<file path="src/rtl/mem_stage_ctrl_pkg.sv">
// Shared pipeline definitions: register-index width, default datapath width
// and the MEM-stage controller state encoding.
package mem_stage_ctrl_pkg;

  localparam int REG_IDX_W   = 4;
  localparam int PIPE_DATA_W = 32;

  typedef enum logic {
    ST_IDLE   = 1'b0,
    ST_ACCESS = 1'b1
  } mem_state_t;

endpackage

</file>
<file path="src/rtl/mem_stage_ctrl_sram_wait_timer.sv">
// Counts SRAM wait cycles of the current access and raises a sticky timeout
// flag once the count reaches TIMEOUT.
module sram_wait_timer #(
  parameter int TIMEOUT = 255
) (
  input  logic clk,
  input  logic rst_n,
  input  logic start,
  input  logic waiting,
  output logic err_timeout
);

  localparam logic [7:0] TIMEOUT_CNT = 8'(TIMEOUT);

  logic [7:0] wait_cnt;
  logic [7:0] cnt_inc;

  // Saturate so a stuck access never wraps the count back below TIMEOUT.
  assign cnt_inc = (wait_cnt == 8'hFF) ? wait_cnt : wait_cnt + 8'd1;

  always_ff @(posedge clk or negedge rst_n) begin
    if (!rst_n) begin
      wait_cnt    <= 8'd0;
      err_timeout <= 1'b0;
    end else begin
      if (start)
        wait_cnt <= 8'd0;
      else if (waiting)
        wait_cnt <= cnt_inc;
      if (waiting && (cnt_inc == TIMEOUT_CNT))
        err_timeout <= 1'b1;
    end
  end

endmodule

</file>
<file path="src/rtl/mem_stage_ctrl.sv">
// MEM pipeline stage controller: SRAM handshake, pipeline freeze, MEM/WB
// registers and forwarding outputs.
module mem_stage_ctrl
  import mem_stage_ctrl_pkg::*;
#(
  parameter int TIMEOUT = 255,
  parameter int DATA_W  = PIPE_DATA_W
) (
  input  logic                 clk,
  input  logic                 rst_n,
  input  logic                 exe_valid,
  input  logic [REG_IDX_W-1:0] exe_dest,
  input  logic                 exe_wb_en,
  input  logic                 exe_mem_r_en,
  input  logic                 exe_mem_w_en,
  input  logic [DATA_W-1:0]    exe_alu_res,
  input  logic [DATA_W-1:0]    exe_st_val,
  output logic                 sram_req,
  output logic                 sram_we,
  output logic [DATA_W-1:0]    sram_addr,
  output logic [DATA_W-1:0]    sram_wdata,
  input  logic [DATA_W-1:0]    sram_rdata,
  input  logic                 sram_ready,
  output logic                 freeze,
  output logic [REG_IDX_W-1:0] MEM_dest,
  output logic                 MEM_wb_en,
  output logic [DATA_W-1:0]    MEM_val,
  output logic [REG_IDX_W-1:0] WB_dest,
  output logic                 WB_wb_en,
  output logic [DATA_W-1:0]    WB_value,
  output logic                 err_timeout
);

  mem_state_t state, state_nxt;

  logic                 vld_p1, wb_en_p1, r_en_p1, w_en_p1;
  logic [REG_IDX_W-1:0] dest_p1;
  logic [DATA_W-1:0]    alu_res_p1, st_val_p1;
  logic                 exe_is_mem;

  assign exe_is_mem = exe_valid & (exe_mem_r_en | exe_mem_w_en);

  always_ff @(posedge clk or negedge rst_n) begin
    if (!rst_n) state <= ST_IDLE;
    else        state <= state_nxt;
  end

  always_comb begin
    state_nxt = state;
    sram_req  = 1'b0;
    sram_we   = 1'b0;
    freeze    = 1'b0;
    case (state)
      ST_IDLE: state_nxt = exe_is_mem ? ST_ACCESS : ST_IDLE;
      ST_ACCESS: begin
        sram_req = 1'b1;
        sram_we  = w_en_p1;
        freeze   = ~sram_ready;
        if (sram_ready) state_nxt = exe_is_mem ? ST_ACCESS : ST_IDLE;
      end
      default: state_nxt = ST_IDLE;
    endcase
  end

  // MEM register stays put for the whole access, which keeps the SRAM address/data stable.
  assign sram_addr  = alu_res_p1;
  assign sram_wdata = st_val_p1;

  // EXE -> MEM stage
  always_ff @(posedge clk or negedge rst_n) begin
    if (!rst_n) begin
      vld_p1     <= 1'b0;
      wb_en_p1   <= 1'b0;
      r_en_p1    <= 1'b0;
      w_en_p1    <= 1'b0;
      dest_p1    <= '0;
      alu_res_p1 <= '0;
      st_val_p1  <= '0;
    end else if (!freeze) begin
      vld_p1     <= exe_valid;
      wb_en_p1   <= exe_valid & exe_wb_en;
      r_en_p1    <= exe_valid & exe_mem_r_en;
      w_en_p1    <= exe_valid & exe_mem_w_en;
      dest_p1    <= exe_dest;
      alu_res_p1 <= exe_alu_res;
      st_val_p1  <= exe_st_val;
    end
  end

  assign MEM_dest  = dest_p1;
  assign MEM_val   = alu_res_p1;
  assign MEM_wb_en = vld_p1 & wb_en_p1 & ~r_en_p1;

  // MEM -> WB stage; a frozen cycle writes a bubble so no register write repeats
  always_ff @(posedge clk or negedge rst_n) begin
    if (!rst_n) begin
      WB_dest  <= '0;
      WB_wb_en <= 1'b0;
      WB_value <= '0;
    end else if (freeze) begin
      WB_wb_en <= 1'b0;
    end else begin
      WB_dest  <= dest_p1;
      WB_wb_en <= vld_p1 & wb_en_p1;
      WB_value <= r_en_p1 ? sram_rdata : alu_res_p1;
    end
  end

  sram_wait_timer #(
    .TIMEOUT (TIMEOUT)
  ) u_wait_timer (
    .clk         (clk),
    .rst_n       (rst_n),
    .start       (~freeze & exe_is_mem),
    .waiting     ((state == ST_ACCESS) & ~sram_ready),
    .err_timeout (err_timeout)
  );

endmodule

</file>
<file path="config.mk">
export PLATFORM = sky130hd
export DESIGN_NAME = mem_stage_ctrl
export DESIGN_NICKNAME = d
export VERILOG_FILES = /design/src/rtl/mem_stage_ctrl_pkg.sv /design/src/rtl/mem_stage_ctrl_sram_wait_timer.sv /design/src/rtl/mem_stage_ctrl.sv
export SDC_FILE = /design/constraint.sdc
export NUM_CORES = 1
export LEC_CHECK = 0
export CAP_MARGIN = 5
export CORE_UTILIZATION = 35
export DETAILED_ROUTE_END_ITERATION = 12
export HOLD_SLACK_MARGIN = 0.15
export PLACE_DENSITY = 0.81
export SYNTH_ARGS = -nofsm -noshare
export SYNTH_HDL_FRONTEND = slang
export SYNTH_SLANG_ARGS = --single-unit
export TNS_END_PERCENT = 50
</file>
<file path="constraint.sdc">
create_clock -name clk -period 2.1 [get_ports clk]
set_clock_uncertainty 0.15 [all_clocks]
set_input_delay 0.42 -clock clk [delete_from_list [all_inputs] [get_ports clk]]
set_output_delay 0.42 -clock clk [all_outputs]
set_load 0.01 [all_outputs]
</file>
Word level (Yosys, flattened, before mapping) --
Cells that the tools add are included.
Storage, ports and cells: logic and storage cells 42, output and inout bits 142, register bits 119
Cells by class: bitwise logic cells 13, multiplexer cells 11, equality and inequality tests 2, reductions and logical operators 2, $add $sub $neg 1
Operators by type and width (count):
- 2-to-1 mux 32 bit | 1
- 2-to-1 mux 8 bit | 3
- equality test 8 bit (second input constant) | 2
- adder 8 x 1 -> 8 bit (second input constant) | 1
- bitwise AND 1 bit | 8
- 2-to-1 mux 1 bit | 6
- inverter 1 bit | 4
- one-hot mux 1 bit (2 select lines) | 1
- nonzero test 2 bit | 1
- logical AND 1 bit | 1
- OR 1 bit | 1

Logic depth before layout (Yosys ltp) --
Gate-level depths: netlist (run 1).
depth in word-level cells 5, gate-level depth with buffers 7

By module --
From an unflattened synthesis (run 1), not the netlist that was laid out.
Unflattened totals: cell total of the unflattened synthesis 380, area, all modules 5519.0 µm²
Modules (own cells, without submodules):
- mem_stage_ctrl | area an instance 4921.0 µm², times used 1, cells an instance 313
- sram_wait_timer | area an instance 598.1 µm², times used 1, cells an instance 67

Worst setup path after synthesis (run 1) --
Ideal clock, no wire load.
path type reg-to-reg, from register u_wait_timer.wait_cnt[0], to register u_wait_timer.err_timeout, library setup time 0.120 ns, period minus slack after synthesis 1.657 ns, buffers on the path 0, setup slack 0.443 ns, arrival 1.386 ns, required time 1.830 ns, cell stages (with the launch flop) 6, path through dfrtp_1 > ha_1 > and3_4 > a311oi_1 > nor2_1 > a41o_1
On the way: cells in the longest elaborated chain, start to end 4, elaborated cells on any way between the ends 5, those cells by class add/sub (1); eq/ne (2); mux (1); reduce/logical (1)
Ends and longest elaborated chain:
- start: declaration | line mem_stage_ctrl_sram_wait_timer.sv:15 | logic [7:0] wait_cnt;
- start signal: assignment | line mem_stage_ctrl_sram_wait_timer.sv:29 | wait_cnt <= cnt_inc;
- adder 8 x 1 -> 8 bit or equality test 8 bit (tied branches) | line mem_stage_ctrl_sram_wait_timer.sv:19 | assign cnt_inc = (wait_cnt == 8'hFF) ? wait_cnt : wait_cnt + 8'd1;
- 2-to-1 mux 8 bit (*) | line mem_stage_ctrl_sram_wait_timer.sv:19
- equality test 8 bit (*) | line mem_stage_ctrl_sram_wait_timer.sv:30 | if (waiting && (cnt_inc == TIMEOUT_CNT))
- logical AND 1 bit (*) | line mem_stage_ctrl_sram_wait_timer.sv:30
- end signal: assignment | line mem_stage_ctrl_sram_wait_timer.sv:24 | err_timeout <= 1'b0;
- end signal: assignment | line mem_stage_ctrl_sram_wait_timer.sv:31 | err_timeout <= 1'b1;
- end: declaration | line mem_stage_ctrl_sram_wait_timer.sv:10 | output logic err_timeout
Mark *: on every way between the ends. The rest lies on a longest branch, timed or not. A chain may end at the register's enable or synchronous reset.

Final worst setup path (run 1) --
from register alu_res_p1[3], in the netlist MEM_val[3], to output port MEM_val[3]
RTL lines:
- start: declaration | line mem_stage_ctrl.sv:38 | logic [DATA_W-1:0] alu_res_p1, st_val_p1;
- start signal: assignment | line mem_stage_ctrl.sv:85 | alu_res_p1 <= exe_alu_res;
- end: declaration | line mem_stage_ctrl.sv:27 | output logic [DATA_W-1:0] MEM_val,
No word-level cell between the ends.

==> flow_summary.json, run 1 <==
{
  "critPathArrivalTime_ns": 1.41,
  "worst-slew-pin-transition_ns": 0.601,
  "grtUsageTotal_pct": 18.4,
  "htree_levels": 4,
  "setup_ws_ns": 0.120,
  "synth_mux_area_share_pct": 6.34,
  "nets": 887,
  "drtPass1Iterations": 4,
  "numClockSinks": 119,
  "grt_antenna_before_repair": 0,
  "power.density_mw_per_mm2": 883,
  "syn_area_mm2": 0.00521,
  "p_leak_nw": 3.84,
  "hold_path_class": "register to register",
  "diodes": 0,
  "synth_edf_count": 0,
  "wl_per_cell_um": 14.1,
  "pre_cts_ws_ns": -0.00901,
  "grt_pass1_vias": 4278,
  "routed_wl_um": 13800,
  "synth_seq_cells": 119,
  "synth_top_family_by_area": "simple AND/OR/NAND/NOR gates",
  "cp_cell_sequence": "clkdlybuf4s50_1",
  "die_h_um": 124,
  "cts_root_buffer": "clkbuf_16",
  "boundaryPins": 249,
  "cts_setup_buffers": 0,
  "met2_usage_pct": 31.3,
  "cp_slowest_stage_delay_ns": 0.59,
  "min_period_over_period_pct": 94.3,
  "cts_buffer_depth": 2,
  "worstSetupEndpointType": "primary output",
  "viasPerCell": 4.59,
  "seq_area_frac_synth_pct": 57.2,
  "drc_errors": 0,
  "ir_drop_uv": 464,
  "vias": 4480,
  "grt_max_degree": 59,
  "cp-start-kind": "register",
  "cp_top_family": "buffers and inverters",
  "path_clk_slew_ns": 0.05,
  "clk-insertion-delay-late_ns": 0.41,
  "busiest_layer": "met2",
  "initial_utilization_pct": 35.8,
  "slowest_stage": "clkdlybuf4s50_1",
  "worstPathMaxFanout": 4,
  "drive_gt1_share_pct": 6.83,
  "synthArstFlopShare_pct": 100,
  "grt_overflow_total": 0,
  "drv_slew": 0,
  "multi_input_area_mm2": 0.00182,
  "grt_first_pass_wirelength_um": 21200,
  "synth_xor_area_share_pct": 0.168,
  "syn_to_final_growth_pct": 59.9,
  "finalSetupViolations": 0,
  "synth_warnings": 0,
  "synth_area_per_cell_um2": 9.32,
  "synth_ff_type": "dfrtp_1",
  "worstPathRequired_ns": 1.53,
  "synth_compound_area_share_pct": 6.27,
  "synthSimpleGateAreaFrac_pct": 21.7,
  "gp_congestion": 0.727,
  "postRouteAntennaNets": 0,
  "met3_usage_pct": 7.23,
  "critPathKind": "register to primary output",
  "status": "finished, final reports clean",
  "io_buffers": 248,
  "finalCriticalPeriod_ns": 1.98,
  "cts_tree": "yes",
  "syn_nets": 667,
  "die_area_mm2": 0.0154,
  "setup_tns_ns": 0,
  "utilization_pct": 57.3,
  "dp_hpwl_um": 9920,
  "drt-initial-drc-count": 203,
  "fmax_ghz": 0.505,
  "power.total_mw": 7.35,
  "finalHoldViolCount": 0,
  "use_met1_pct": 20.1,
  "worst-path-buf-inv": 1,
  "cap_violations": 0,
  "synth.distinct_cells": 38,
  "core_mm2": 0.0145,
  "fill_cells": 1308,
  "synthCells": 559,
  "die_w_um": 124,
  "rsz0062_at_grt": "no",
  "post_synth_fa_ha_maj_area_fraction_pct": 0.240,
  "slew_headroom_pct": 60.0,
  "regArea_mm2": 0.00298,
  "cts_buffers": 17,
  "num_rows": 44
}
[layout by cell type, fill, tap and decap left out, types with 2 or more instances in the layout]
master,count
nand2_1,260
clkdlybuf4s50_1,244
dfrtp_1,118
o21ai_0,38
mux2i_1,33
clkbuf_16,17
buf_4,11
nand3_1,6
buf_12,5
clkinv_2,4
bufinv_16,4
nor2_1,3
inv_1,3
nor3_1,3
a22o_1,3
clkbuf_8,3
and2_1,2
a21oi_1,2
clkbuf_1,2
dlygate4sd2_1,2
[timing repair]
item / 4_1_cts / 5_1_grt
resized for setup: 2 / 1
setup endpoints to repair: 2 / 1
hold endpoints to repair: 32 / 0
hold buffers: 1 / 0
[stage by stage]
stage	instances	area (um2)	hold WS (ns)
global placement	943	7700	0.265
detailed placement	943	7700	0.268
finish	975	8330	0.312
CTS	975	8330	0.317
floorplan	559	5210	-0.0256
global route	975	8330	0.350
[state kept, by name, summed over array words and instances, names as in the netlist, 4 cells and up]
| register | cells |
|---|---|
| MEM_dest | 4 |
| MEM_val | 32 |
| WB_dest | 4 |
| WB_value | 32 |
| sram_wdata | 32 |
| u_wait_timer.wait_cnt | 8 |
[kinds of logic after synthesis]
family | count (synthesis)
fa+ha+maj | 1
buf+inv | 67
compound gates | 55
simple gates | 283
flops | 119
mux | 33
xor+xnor | 1
[Yosys cell counts, types with 2 or more instances]
cell type    n  area [um2]
clkbuf_1    10        37.5
a22o_1       3        26.3
buf_4       35         263
dfrtp_1    119        2980
nor3_1       3        15.0
inv_1        4        15.0
nand3_1      6        30.0
a21oi_1      2        10.0
o21ai_0     38         190
mux2i_1     33         330
nand2_1    260         976
and2_1       2        12.5
buf_6        3        33.8
nor2_1       3        11.3
buf_2       15        75.1
[power by group]
group	internal, mW	switching (mW)
clock	2.06	0.982
sequential	2.56	0.197
combinational	0.900	0.647
[tightest hold or removal path: cells and delay by family, from the launching register on]
| kind | cells | cell delay, ns |
|---|---|---|
| AND/OR/NAND/NOR | 2 | 0.10 |
| flip-flops | 1 | 0.34 |
[routing by layer]
metal  routed length, um  vias up
met4                 257        0
met2                6770      181
li1                    -     2204
met1                5520     2076
met3                1230       19
met5                   0        -
[final timing paths]
kind / startpoint / cells past startpoint / slack (ns) / endpoint
max reg2reg: u_wait_timer.wait_cnt[0] / 5 / 0.30 / u_wait_timer.err_timeout
min: sram_wdata[17] / 2 / 0.31 / sram_wdata[17]
max in group asynchronous: rst_n / 3 / 0.78 / sram_wdata[12]
min reg2reg: sram_wdata[17] / 2 / 0.31 / sram_wdata[17]
min in group asynchronous: rst_n / 2 / 0.39 / MEM_val[17]
max: MEM_val[3] / 1 / 0.12 / MEM_val[3]
[cell type report]
class | instances | share of cell area, %
Inverter | 4 | 0.210
Clock inverter | 9 | 1.77
Tap cell | 184 | 2.76
Multi-Input combinational cell | 373 | 21.8
Timing Repair Buffer | 264 | 32.0
Sequential cell | 119 | 35.8
Clock buffer | 22 | 5.69
Note: power is estimated with default switching activity, not from simulation.
==> run 2, diff against run 1 <==
ABC_AREA = 1   (was unset)
CAP_MARGIN = 0   (was 5)
==> run 2 against run 1 <==
Net effect:
- combinational power rose by 11%
- power fell by 0.56%
- final cell count rose by 5.9%
- critical path type unchanged
- critical endpoint is now sram_addr[27]
==> flow_summary.json, run 2 <==
{
  "status": "finished, final reports clean",
  "finalSetupViolations": 0,
  "hold_path_class": "register to register",
  "cts_buffers": 17,
  "boundaryPins": 249,
  "cts_buffer_depth": 2,
  "drive_gt1_share_pct": 6.24,
  "synth_area_per_cell_um2": 8.45,
  "cts_tree": "yes",
  "worst-path-buf-inv": 1,
  "die_w_um": 124,
  "finalHoldViolCount": 0,
  "synth_warnings": 0,
  "io_buffers": 248,
  "power.density_mw_per_mm2": 888,
  "dpl_cell_area_mm2": 0.00766,
  "num_rows": 44,
  "die_h_um": 124,
  "initial_utilization_pct": 35.9,
  "die_area_mm2": 0.0154,
  "synth.distinct_cells": 23,
  "synthArstFlopShare_pct": 100,
  "synth_top_area_cell": "dfrtp_1",
  "cp_cell_sequence": "clkdlybuf4s50_1",
  "diodes": 0,
  "critPathKind": "register to primary output",
  "grt_pass1_vias": 4560,
  "synth_seq_cells": 119,
  "rsz0062_at_grt": "no",
  "finalCriticalPeriod_ns": 1.99,
  "final_common_cell": "nand2_1",
  "cp_slowest_stage_delay_ns": 0.57,
  "seq_area_frac_synth_pct": 57.1,
  "htree_levels": 4,
  "postRouteAntennaNets": 0,
  "cp-start-kind": "register",
  "syn_area_mm2": 0.00522,
  "grt_first_pass_wirelength_um": 22700,
  "drtPass1Iterations": 4,
  "synthCells": 617,
  "grtUsageTotal_pct": 19.6,
  "synth_ff_type": "dfrtp_1",
  "clk-insertion-delay-late_ns": 0.41,
  "synth_edf_count": 0,
  "setup_tns_ns": 0,
  "worstPathMaxFanout": 4,
  "grt_overflow_total": 0,
  "drc_errors": 0,
  "final_cell_area_mm2": 0.00824,
  "post-place-cells": 1000,
  "slew_headroom_pct": 70.6,
  "cap_violations": 0,
  "dp_hpwl_um": 10400,
  "syn_to_final_growth_pct": 58.0,
  "fmax_ghz": 0.501,
  "setup_ws_ns": 0.106,
  "vias": 4803,
  "path_clk_slew_ns": 0.05,
  "layout_common_cells": "nand2_1 (273), clkdlybuf4s50_1 (244), dfrtp_1 (119)",
  "drt-initial-drc-count": 235,
  "multi_input_area_mm2": 0.00174,
  "fill_cells": 1318,
  "regArea_mm2": 0.00298,
  "min_period_over_period_pct": 95.0,
  "worstPathRequired_ns": 1.53,
  "worst-slew-pin-transition_ns": 0.441,
  "netlist_top_cells_area": "dfrtp_1 (57%), nand2_1 (20%), a21oi_1 (6.2%), buf_4 (4.9%), nor2_1 (2.8%)",
  "grt_antenna_before_repair": 0,
  "netlist.area_leader.share_pct": 57.1,
  "syn_nets": 725,
  "worstSetupEndpointType": "primary output",
  "fin_cells": 1033,
  "synth_most_common_cell": "nand2_1",
  "utilization_pct": 56.7,
  "pre_cts_ws_ns": -0.139,
  "synthTopCellsByCount": "nand2_1 (273), dfrtp_1 (119), a21oi_1 (65)",
  "gp_congestion": 0.822,
  "cts_setup_buffers": 0,
  "cts_root_buffer": "clkbuf_16",
  "grt_max_degree": 67,
  "nets": 944,
  "drv_slew": 0,
  "cp_top_family": "buffers and inverters",
  "slowest_stage": "clkdlybuf4s50_1",
  "numClockSinks": 119,
  "viasPerCell": 4.65,
  "critPathArrivalTime_ns": 1.42,
  "wl_per_cell_um": 14.4,
  "ir_drop_uv": 493,
  "core_mm2": 0.0145,
  "routed_wl_um": 14900,
  "p_leak_nw": 3.84
}
==> run 2: cell count changes in the layout (fill, tap and decap cells not counted), sizes merged, moves of 12 or more <==
cell / delta
a21oi: +64
mux2i: -33
nor2: +39
o21ai: -23
nand2: +15
inv: +12
==> run 2: layout make-up <==
cell class / count / area share, %
Sequential cell: 119 / 36.1
Timing Repair Buffer: 263 / 32.3
Multi-Input combinational cell: 418 / 21.1
Clock buffer: 22 / 5.63
Tap cell: 184 / 2.79
Clock inverter: 10 / 1.25
Inverter: 17 / 0.790
==> run 2: metal layers <==
| metal | vias up | GRT usage (%) | wire (um) |
|---|---|---|---|
| li1 | 2336 | - | - |
| met1 | 2261 | 23.2 | 6090 |
| met2 | 190 | 32.8 | 7470 |
| met3 | 16 | 6.55 | 1180 |
| met4 | 0 | 7.14 | 158 |
| met5 | - | 0 | 0 |
==> run 2: final timing paths <==
kind                                             to                startpoint  cells past startpoint  slack (ns)
max                                   sram_addr[27]               MEM_val[27]                      1        0.11
min reg2reg                u_wait_timer.err_timeout  u_wait_timer.err_timeout                      2        0.31
min in group asynchronous              WB_value[11]                     rst_n                      3        0.40
min                        u_wait_timer.err_timeout  u_wait_timer.err_timeout                      2        0.31
max in group asynchronous            sram_wdata[25]                     rst_n                      3        1.06
max reg2reg                u_wait_timer.err_timeout  u_wait_timer.wait_cnt[0]                     10        0.45
==> run 2: cells by family after synthesis <==
| logic type | Yosys count | share of synthesized area, % |
|---|---|---|
| AND/OR/NAND/NOR | 333 | 24.8 |
| buffers and inverters | 80 | 9.57 |
| flip-flops | 119 | 57.1 |
| adder cells (fa/ha/maj) | 1 | 0.240 |
| AO/OA/AOI/OAI | 84 | 8.28 |
==> run 2: stage by stage <==
step           hold WS [ns]  total power [mW]
4_1_cts               0.317              7.40
6_report              0.308              7.31
2_1_floorplan       -0.0256              3.54
3_3_place_gp          0.295              4.52
5_1_grt               0.334              7.69
3_5_place_dp          0.297              4.57
==> run 2: power breakdown <==
group	leakage [nW]	switching, mW	internal [mW]
clock	0.283	1.00	1.79
combinational	2.12	0.763	0.953
sequential	1.43	0.218	2.58
==> run 2: repair_timing <==
item,in CTS,in global routing
endpoints found under the setup margin,2,1
endpoints found under the hold margin,119,0
resized for setup,2,1
hold buffers,1,0
==> run 3, diff against run 2 <==
GPL_TIMING_DRIVEN = 0   (was unset)
==> run 3 against run 2 <==
Net effect:
- final cell count grew 5.2%
- fmax is 2.9% lower
- via count up 6.0%
- sequential cell count unchanged
- highest routed layer unchanged
- register-to-register slack worse by 0.13 ns
- first-iteration DRC count fell by 0.43%
- combinational power up 8%
- non-clock buffer count up 54
- hold slack better by 0.0034 ns
- setup slack worse by 0.059 ns
==> flow_summary.json, run 3 (same netlist as run 2, synthesis figures left out) <==
{
  "rr_worst_depth": 5,
  "power.total_mw": 7.71,
  "r2r-end": "WB_value[23]",
  "worstPathRequired_ns": 1.53,
  "io_buffers": 248,
  "finalHoldViolCount": 0,
  "fmax_ghz": 0.487,
  "grt_max_degree": 61,
  "fin_hold_ws_ns": 0.312,
  "seqPwrFrac_pct": 36.4,
  "finalCriticalPeriod_ns": 2.05,
  "fin_cells": 1087,
  "cp_top_family": "buffers and inverters",
  "ir_drop_uv": 500,
  "num_rows": 44,
  "postRouteAntennaNets": 0,
  "die_h_um": 124,
  "setup_tns_ns": 0,
  "worst-path-buf-inv": 2,
  "grt_pass1_vias": 4811,
  "cellInternalPower_mw": 5.67,
  "cts_tree": "yes",
  "syn_to_final_growth_pct": 65.7,
  "clk-insertion-delay-late_ns": 0.42,
  "power.density_mw_per_mm2": 892,
  "slowest_stage": "clkdlybuf4s50_1",
  "hold_path_class": "register to register",
  "drc_errors": 0,
  "grt_overflow_total": 0,
  "drv_slew": 0,
  "dp_hpwl_um": 12000,
  "cp_slowest_stage_delay_ns": 0.53,
  "p_clk_share_pct": 39.4,
  "p_switching_mw": 2.03,
  "timing.rr.start": "r_en_p1",
  "power_frac_comb_pct": 24.2,
  "die_area_mm2": 0.0154,
  "cts_buffer_depth": 2,
  "cp-start-kind": "register",
  "grt_antenna_before_repair": 0,
  "gp_congestion": 0.856,
  "diodes": 0,
  "fill_cells": 1309,
  "path_clk_slew_ns": 0.05,
  "p_leak_nw": 4.06,
  "wl_per_cell_um": 15.3,
  "drive_gt1_share_pct": 12.6,
  "cp_cell_sequence": "buf_4 > clkdlybuf4s50_1",
  "worst-slew-pin-transition_ns": 0.594,
  "rsz0062_at_grt": "no",
  "vias": 5092,
  "p_sw_share_pct": 26.4,
  "cts_buffers": 17,
  "nets": 998,
  "worstSetupEndpointType": "primary output",
  "crit_path_start": "MEM_val[30]",
  "grtUsageTotal_pct": 22.2,
  "layout_common_cells": "nand2_1 (273), clkdlybuf4s50_1 (236), dfrtp_1 (109)",
  "finalSetupViolations": 0,
  "boundaryPins": 249,
  "drtPass1Iterations": 5,
  "final_common_cell": "nand2_1",
  "grt_first_pass_wirelength_um": 25100,
  "critical_path_depth": 2,
  "drt-initial-drc-count": 234,
  "viasPerCell": 4.68,
  "cts_root_buffer": "clkbuf_16",
  "htree_levels": 4,
  "core_mm2": 0.0145,
  "status": "finished, final reports clean",
  "cap_violations": 0,
  "post-place-cells": 1050,
  "initial_utilization_pct": 35.9,
  "die_w_um": 124,
  "regToRegSetupSlack_ns": 0.32,
  "crit_end": "sram_addr[30]",
  "critPathKind": "register to primary output",
  "routed_wl_um": 16600,
  "worstPathMaxFanout": 4,
  "numClockSinks": 119,
  "hold_path_depth": 2,
  "critPathArrivalTime_ns": 1.48,
  "slew_headroom_pct": 60.4,
  "min_period_over_period_pct": 97.8
}
run 3: metal layers:
metal / vias to the layer above / wire length [um] / GRT usage (%)
met2: 216 / 8180 / 37.1
met5: - / 0 / 0
met4: 0 / 343 / 9.00
met3: 26 / 1200 / 6.64
li1: 2446 / - / -
met1: 2404 / 6890 / 26.5
run 3: worst min-delay path by stage:
stage,startpoint,to,slack (ns)
after floorplan,rst_n,MEM_dest[0],-0.03
after global placement,u_wait_timer.err_timeout,u_wait_timer.err_timeout,0.30
after detailed placement,rst_n,sram_wdata[31],0.28
after CTS,u_wait_timer.err_timeout,u_wait_timer.err_timeout,0.32
after global routing,u_wait_timer.err_timeout,u_wait_timer.err_timeout,0.33
final,u_wait_timer.err_timeout,u_wait_timer.err_timeout,0.31
run 3: layout make-up:
class,count,area (um2),share of cell area (%)
clock inverters,9,148,1.71
clock buffers,23,468,5.42
flip-flops and latches,119,2990,34.6
well taps,184,230,2.66
plain buffers,62,452,5.23
inverters,17,66.3,0.768
repair buffers,255,2540,29.5
multi-input cells,418,1740,20.1
run 3: repair_timing:
| item | in CTS | in global routing |
|---|---|---|
| endpoints found under the setup margin | 7 | 15 |
| gates resized for setup | 18 | 14 |
| hold endpoints to repair | 59 | 1 |
| setup buffers | 3 | 1 |
| hold buffers | 1 | 1 |
| gates cloned | 0 | 0 |
run 3: power by group through the flow:
stage	registers, mW	logic, mW	clock network (mW)
floorplan	2.93	0.608	0
finish	2.81	1.86	3.04
global placement	2.83	1.82	0
CTS	2.81	1.88	3.09
global route	2.84	2.04	3.21
detailed placement	2.84	1.86	0
run 3: worst min-delay path, stage by stage, from the launching register on:
cell and delay [ns]:
dfrtp_1 0.34, inv_1 0.04, nand2_1 0.05
run 3: per-stage QoR:
| step | setup slack (ns) | instance area (um2) | util, % |
|---|---|---|---|
| 2_1_floorplan | 0.517 | 5220 | - |
| 3_3_place_gp | -4.23 | 7930 | 54.5 |
| 3_5_place_dp | -0.652 | 7960 | 54.7 |
| 4_1_cts | 0.00920 | 8630 | 59.4 |
| 5_1_grt | 0.0000412 | 8640 | 59.4 |
| 6_report | 0.0464 | 8640 | 59.4 |
